File: config.mk
export PLATFORM = sky130hd
export DESIGN_NAME = status_cond_unit_flat
export DESIGN_NICKNAME = d
export VERILOG_FILES = /design/src/rtl/status_cond_unit_pkg.sv /design/src/rtl/status_cond_unit_if.sv /design/src/rtl/status_cond_unit_cond_check.sv /design/src/rtl/status_cond_unit.sv /design/src/flat_wrapper.sv
export SDC_FILE = /design/constraint.sdc
export NUM_CORES = 1
export LEC_CHECK = 0
export ABC_AREA = 1
export ABC_CLOCK_PERIOD_IN_PS = 2100
export CAP_MARGIN = 20
export CORE_UTILIZATION = 42
export CTS_BUF_LIST = sky130_fd_sc_hd__clkbuf_16
export DETAILED_ROUTE_END_ITERATION = 10
export PLACE_DENSITY = 0.87
export SLEW_MARGIN = 20
export SYNTH_ARGS = -nofsm -noshare
export SYNTH_HDL_FRONTEND = slang
export SYNTH_SLANG_ARGS = --single-unit
File: constraint.sdc
create_clock -name clk -period 2.1 [get_ports clk]
set_clock_uncertainty 0.1 [all_clocks]
set_input_delay 0.21 -clock clk [delete_from_list [all_inputs] [get_ports clk]]
set_output_delay 0.21 -clock clk [all_outputs]
set_load 0.01 [all_outputs]
File: src/rtl/status_cond_unit_pkg.sv
// status_cond_unit_pkg: shared ARM pipeline constants and the flag write-mask helper
package arm_pkg;
  localparam logic [3:0] CMD_NOP = 4'b0000;
  localparam logic [3:0] CMD_MOV = 4'b0001;
  localparam logic [3:0] CMD_MVN = 4'b1001;
  localparam logic [3:0] CMD_ADD = 4'b0010;
  localparam logic [3:0] CMD_ADC = 4'b0011;
  localparam logic [3:0] CMD_SUB = 4'b0100;
  localparam logic [3:0] CMD_SBC = 4'b0101;
  localparam logic [3:0] CMD_AND = 4'b0110;
  localparam logic [3:0] CMD_ORR = 4'b0111;
  localparam logic [3:0] CMD_EOR = 4'b1000;
  localparam logic [3:0] COND_EQ = 4'b0000;
  localparam logic [3:0] COND_NE = 4'b0001;
  localparam logic [3:0] COND_CS = 4'b0010;
  localparam logic [3:0] COND_CC = 4'b0011;
  localparam logic [3:0] COND_MI = 4'b0100;
  localparam logic [3:0] COND_PL = 4'b0101;
  localparam logic [3:0] COND_VS = 4'b0110;
  localparam logic [3:0] COND_VC = 4'b0111;
  localparam logic [3:0] COND_HI = 4'b1000;
  localparam logic [3:0] COND_LS = 4'b1001;
  localparam logic [3:0] COND_GE = 4'b1010;
  localparam logic [3:0] COND_LT = 4'b1011;
  localparam logic [3:0] COND_GT = 4'b1100;
  localparam logic [3:0] COND_LE = 4'b1101;
  localparam logic [3:0] COND_AL = 4'b1110;
  localparam logic [3:0] COND_NV = 4'b1111;
  localparam int FLAG_N = 3;
  localparam int FLAG_Z = 2;
  localparam int FLAG_C = 1;
  localparam int FLAG_V = 0;
  // arithmetic ops own all four flags, logical/move ops only N and Z
  function automatic logic [3:0] write_mask(input logic [3:0] cmd);
    case (cmd)
      CMD_ADD, CMD_ADC, CMD_SUB, CMD_SBC: write_mask = 4'b1111;
      CMD_MOV, CMD_MVN, CMD_AND, CMD_ORR, CMD_EOR: write_mask = 4'b1100;
      default: write_mask = 4'b0000;
    endcase
  endfunction
endpackage

File: src/rtl/status_cond_unit_if.sv
// status_cond_unit_if: EXE flag-write, ID condition and counter signals of the status unit
interface status_cond_unit_if #(parameter int CNT_W = 16);
  logic exe_valid, exe_s, alu_n, alu_z, alu_c, alu_v;
  logic id_valid, freeze, flush, cnt_clr;
  logic [3:0] exe_cmd, id_cond;
  logic [3:0] sr;
  logic carry_in, cond_pass;
  logic [CNT_W-1:0] annul_cnt;
  modport master(
    output exe_valid, exe_s, exe_cmd, alu_n, alu_z, alu_c, alu_v,
    output id_valid, id_cond, freeze, flush, cnt_clr,
    input sr, carry_in, cond_pass, annul_cnt
  );
  modport slave(
    input exe_valid, exe_s, exe_cmd, alu_n, alu_z, alu_c, alu_v,
    input id_valid, id_cond, freeze, flush, cnt_clr,
    output sr, carry_in, cond_pass, annul_cnt
  );
endinterface

File: src/rtl/status_cond_unit_cond_check.sv
// cond_check: combinational ARM condition-code evaluation against NZCV flags
module cond_check
  import arm_pkg::*;
(
  input  logic [3:0] i_cond,
  input  logic [3:0] i_flags,
  output logic       o_pass
);
  logic w_base;
  logic w_n, w_z, w_c, w_v;
  assign w_n = i_flags[FLAG_N];
  assign w_z = i_flags[FLAG_Z];
  assign w_c = i_flags[FLAG_C];
  assign w_v = i_flags[FLAG_V];
  // conditions come in pairs; odd codes are the inverse of their even partner
  always_comb begin
    case (i_cond[3:1])
      3'b000: w_base = w_z;
      3'b001: w_base = w_c;
      3'b010: w_base = w_n;
      3'b011: w_base = w_v;
      3'b100: w_base = w_c & ~w_z;
      3'b101: w_base = w_n ~^ w_v;
      3'b110: w_base = ~w_z & (w_n ~^ w_v);
      default: w_base = 1'b1;
    endcase
  end
  assign o_pass = w_base ^ i_cond[0];
endmodule

File: src/rtl/status_cond_unit.sv
// status_cond_unit: NZCV status register with bypassed condition check and annul counter
module status_cond_unit
  import arm_pkg::*;
#(
  parameter int CNT_W = 16
) (
  input logic clk,
  input logic rst_n,
  status_cond_unit_if.slave bus
);
  logic [3:0] r_sr;
  logic [CNT_W-1:0] r_cnt;
  logic [3:0] w_mask, w_alu, w_sr_next;
  logic w_dec, w_pass, w_inc;
  assign w_alu = {bus.alu_n, bus.alu_z, bus.alu_c, bus.alu_v};
  assign w_mask = (bus.exe_valid && bus.exe_s) ? write_mask(bus.exe_cmd) : 4'b0000;
  assign w_sr_next = (r_sr & ~w_mask) | (w_alu & w_mask);
  cond_check u_cond_check (
    .i_cond (bus.id_cond),
    .i_flags(w_sr_next),
    .o_pass (w_dec)
  );
  assign w_pass = w_dec & bus.id_valid;
  assign w_inc = bus.id_valid & ~w_pass & ~bus.freeze & ~bus.flush & ~(&r_cnt);
  // flags take the EXE write on the edge after the EXE cycle
  always_ff @(posedge clk or negedge rst_n) begin
    if (!rst_n) r_sr <= 4'b0000;
    else r_sr <= w_sr_next;
  end
  // annulled ID instructions counted as they leave ID, clear wins, saturating
  always_ff @(posedge clk or negedge rst_n) begin
    if (!rst_n) r_cnt <= '0;
    else if (bus.cnt_clr) r_cnt <= '0;
    else if (w_inc) r_cnt <= r_cnt + 1'b1;
  end
  assign bus.sr = r_sr;
  assign bus.carry_in = r_sr[FLAG_C];
  assign bus.cond_pass = w_pass;
  assign bus.annul_cnt = r_cnt;
endmodule
File: src/flat_wrapper.sv
// flat-port wrapper written by rule: the top's interface ports become plain ports
module status_cond_unit_flat import arm_pkg::*;
#(
  parameter int CNT_W = 16
)
  (clk, rst_n, bus_exe_valid, bus_exe_s, bus_exe_cmd, bus_alu_n, bus_alu_z, bus_alu_c, bus_alu_v, bus_id_valid, bus_id_cond, bus_freeze, bus_flush, bus_cnt_clr, bus_sr, bus_carry_in, bus_cond_pass, bus_annul_cnt);
  status_cond_unit_if #(.CNT_W(CNT_W)) bus_i ();
  input logic clk;
  input logic rst_n;
  input wire logic [$bits(bus_i.exe_valid)-1:0] bus_exe_valid;
  input wire logic [$bits(bus_i.exe_s)-1:0] bus_exe_s;
  input wire logic [$bits(bus_i.exe_cmd)-1:0] bus_exe_cmd;
  input wire logic [$bits(bus_i.alu_n)-1:0] bus_alu_n;
  input wire logic [$bits(bus_i.alu_z)-1:0] bus_alu_z;
  input wire logic [$bits(bus_i.alu_c)-1:0] bus_alu_c;
  input wire logic [$bits(bus_i.alu_v)-1:0] bus_alu_v;
  input wire logic [$bits(bus_i.id_valid)-1:0] bus_id_valid;
  input wire logic [$bits(bus_i.id_cond)-1:0] bus_id_cond;
  input wire logic [$bits(bus_i.freeze)-1:0] bus_freeze;
  input wire logic [$bits(bus_i.flush)-1:0] bus_flush;
  input wire logic [$bits(bus_i.cnt_clr)-1:0] bus_cnt_clr;
  output wire logic [$bits(bus_i.sr)-1:0] bus_sr;
  output wire logic [$bits(bus_i.carry_in)-1:0] bus_carry_in;
  output wire logic [$bits(bus_i.cond_pass)-1:0] bus_cond_pass;
  output wire logic [$bits(bus_i.annul_cnt)-1:0] bus_annul_cnt;
  assign bus_i.exe_valid = bus_exe_valid;
  assign bus_i.exe_s = bus_exe_s;
  assign bus_i.exe_cmd = bus_exe_cmd;
  assign bus_i.alu_n = bus_alu_n;
  assign bus_i.alu_z = bus_alu_z;
  assign bus_i.alu_c = bus_alu_c;
  assign bus_i.alu_v = bus_alu_v;
  assign bus_i.id_valid = bus_id_valid;
  assign bus_i.id_cond = bus_id_cond;
  assign bus_i.freeze = bus_freeze;
  assign bus_i.flush = bus_flush;
  assign bus_i.cnt_clr = bus_cnt_clr;
  assign bus_sr = bus_i.sr;
  assign bus_carry_in = bus_i.carry_in;
  assign bus_cond_pass = bus_i.cond_pass;
  assign bus_annul_cnt = bus_i.annul_cnt;
  status_cond_unit #(.CNT_W(CNT_W)) u_core (.clk(clk), .rst_n(rst_n), .bus(bus_i));
endmodule
==> reports/metrics.cfg <==
[status]
status=complete, but fails checks
violations=setup timing

[clocking]
clkTransAtPathRegs_ns=0.06
cts_tree=built
numCtsBuffers=3
hold_buffers=0
cts-htree-levels=1
clock-sinks=20
cts_root_buf=clkbuf_16
clockBufferDepth=2
clock_latency_ns=0.25

[routing]
vias=1837
wire_per_inst_um=16.9
drc=0
ant_nets=0
first_pass_iters=5
drt_wl_total_um=5300
vias_per_cell=5.85
drtIter0Drc=154

[logic_synthesis]
synth.avg_cell_area_um2=7.07
syn_area_um2=1400
netlist_instances=198
synth_area_leader_cell=dfrtp_1
synth_nets=220
synth_ff_type=dfrtp_1
yosysWarnings=0
synthArstFlopShare=1.00
synthTopCellsByArea=dfrtp_1, nand2_1, nand3_1
ys_ff_latch=20
ys_seq_area_frac=0.357
synth_edf_count=0
yosysTopAreaCellShare=0.357
ys_types=25

[cells_and_area]
utilization=0.764
final_cell_mix=clkdlybuf4s50_1, nand2_1, buf_4
nets=294
regArea_um2=500
diodes=0
final_common_cell=clkdlybuf4s50_1
drive_above_1_share=0.315
area_growth_pct=69.3
fillCellCount=212
multi_input_area_um2=960

[die]
io_pins=42
die_w_um=59.7
start_util=0.451
core_area_um2=3100
dieArea_um2=3570
core.rowCount=20
dieHeight_um=59.7

[power_and_ir_drop]
pwr-share-seq=0.341
switchingPower_mw=0.379
internal-power_mw=0.859
p_leak_nw=1.16
power_density_nw_per_um2=522
combPwrFrac=0.340
vdd_ir_drop_max_mv=0.235
power_frac_clock=0.320
p_sw_frac=0.306
fin_total_pwr_mw=1.24

[setup_path]
crit_type=in2out
path_max_fanout=3
ff2ff_setup_slack_ns=-0.03
ff2ff_path_depth=12
r2r_end=u_core.bus.annul_cnt[0]
start_kind=primary input
crit_required_ns=1.79
r2r-start=u_core.bus.annul_cnt[0]
arrival_ns=1.86
endpoint_kind=primary output

[sta]
finalHoldViolations=0
fin_ws_ns=-0.0692
rsz0062_at_grt=true
period_needed_ns=2.17
finalSetupViolations=8
relSlewSlack=0.802
slew_violations=0
whs_ns=0.202
finalSetupTns_ns=-0.196
fmax_mhz=461
tightest_slew_ns=0.297
finalCritPeriodShare=1.03

[place]
dp_worst_setup_slack_ns=-0.845
io_buffer_count=41
dp_hpwl_um=2520
gp_congestion=0.906

[global_route]
grt_pass1_wl_um=7010
antenna_found_initial=0
grt_max_degree=30
grt_pass1_vias=1499
track_usage=0.265
overflow=0

[job]
drv_cap=0

[worst_hold_path]
hp-class=in2async

## sequential cells by signal, indices dropped and copies added (netlist names)
name	cells
u_core.bus.annul_cnt	16
u_core.bus.sr	4
## how the worst max path moves through the flow
stage / start / end / cells past startpoint
after floorplan: u_core.bus.annul_cnt[1] / u_core.bus.annul_cnt[5] / 13
after global placement: bus_exe_cmd[1] / bus_cond_pass / 16
after detailed placement: bus_exe_cmd[2] / bus_cond_pass / 16
after CTS: bus_exe_cmd[0] / bus_cond_pass / 14
after global routing: u_core.bus.annul_cnt[0] / u_core.bus.annul_cnt[5] / 12
final: bus_exe_cmd[0] / bus_cond_pass / 14
## layer usage
| metal | global-route usage | wire length (um) | part of all wire | vias to the layer above |
|---|---|---|---|---|
| li1 | - | - | - | 800 |
| met1 | 0.365 | 2110 | 0.40 | 874 |
| met2 | 0.422 | 2610 | 0.49 | 145 |
| met3 | 0.0368 | 447 | 0.084 | 18 |
| met4 | 0.0997 | 133 | 0.025 | 0 |
| met5 | 0 | 0 | 0 | - |
## Yosys cell counts (2+ instances only)
| cell | n |
|---|---|
| inv_1 | 24 |
| buf_2 | 3 |
| nand2_1 | 50 |
| inv_2 | 2 |
| nand4_1 | 17 |
| xnor2_1 | 6 |
| dfrtp_1 | 20 |
| nor2_1 | 15 |
| ha_1 | 2 |
| a21oi_1 | 2 |
| nor2_2 | 3 |
| nor3_1 | 3 |
| nand3_1 | 35 |
| xor2_1 | 5 |
## cell families (layout without fill, tap and decap cells)
family	after synthesis	after routing	share of synthesized area
compound gates	5	5	0.0214
xor+xnor	11	11	0.0688
fa+ha+maj	2	2	0.0179
buf+inv	34	105	0.110
flops	20	20	0.357
simple gates	126	127	0.424
## worst max-delay path, cell delays in order
cell             delay (ns)
clkdlybuf4s50_1        0.39
nor2_1                 0.13
nand2_2                0.12
nand2_4                0.12
nand2_4                0.07
buf_6                  0.12
nand3_4                0.06
nand3_2                0.11
nand2_4                0.09
nand3_2                0.08
nand2_1                0.08
nand2_2                0.07
nor2_2                 0.07
buf_2                  0.13
## area by class of cell
cell class / count / area share
multi-input combinational: 145 / 0.405
timing repair buffer: 76 / 0.288
sequential: 20 / 0.211
inverter: 26 / 0.0412
clock buffer: 3 / 0.0317
tap: 44 / 0.0232
## power groups by stage
stage | logic [mW] | clock network (mW) | registers, mW
after floorplan | 0.118 | 0 | 0.427
after global placement | 0.264 | 0 | 0.421
after detailed placement | 0.269 | 0 | 0.422
after CTS | 0.338 | 0.383 | 0.416
after global routing | 0.442 | 0.409 | 0.421
final | 0.420 | 0.396 | 0.421
## metrics by stage
stage               std cells  cell area [um^2]
floorplan                 198              1420
global placement          295              1970
detailed placement        295              1970
CTS                       309              2190
global route              314              2370
finish                    314              2370
## repair_timing
| item | CTS | global route |
|---|---|---|
| resized for setup | 37 | 30 |
| pin swaps | 15 | 28 |
| cloned | 0 | 1 |
| setup endpoints to repair | 17 | 17 |
| hold endpoints to repair | 0 | 0 |
| setup buffers | 11 | 4 |
No activity file was read; power rests on OpenSTA's default activity.
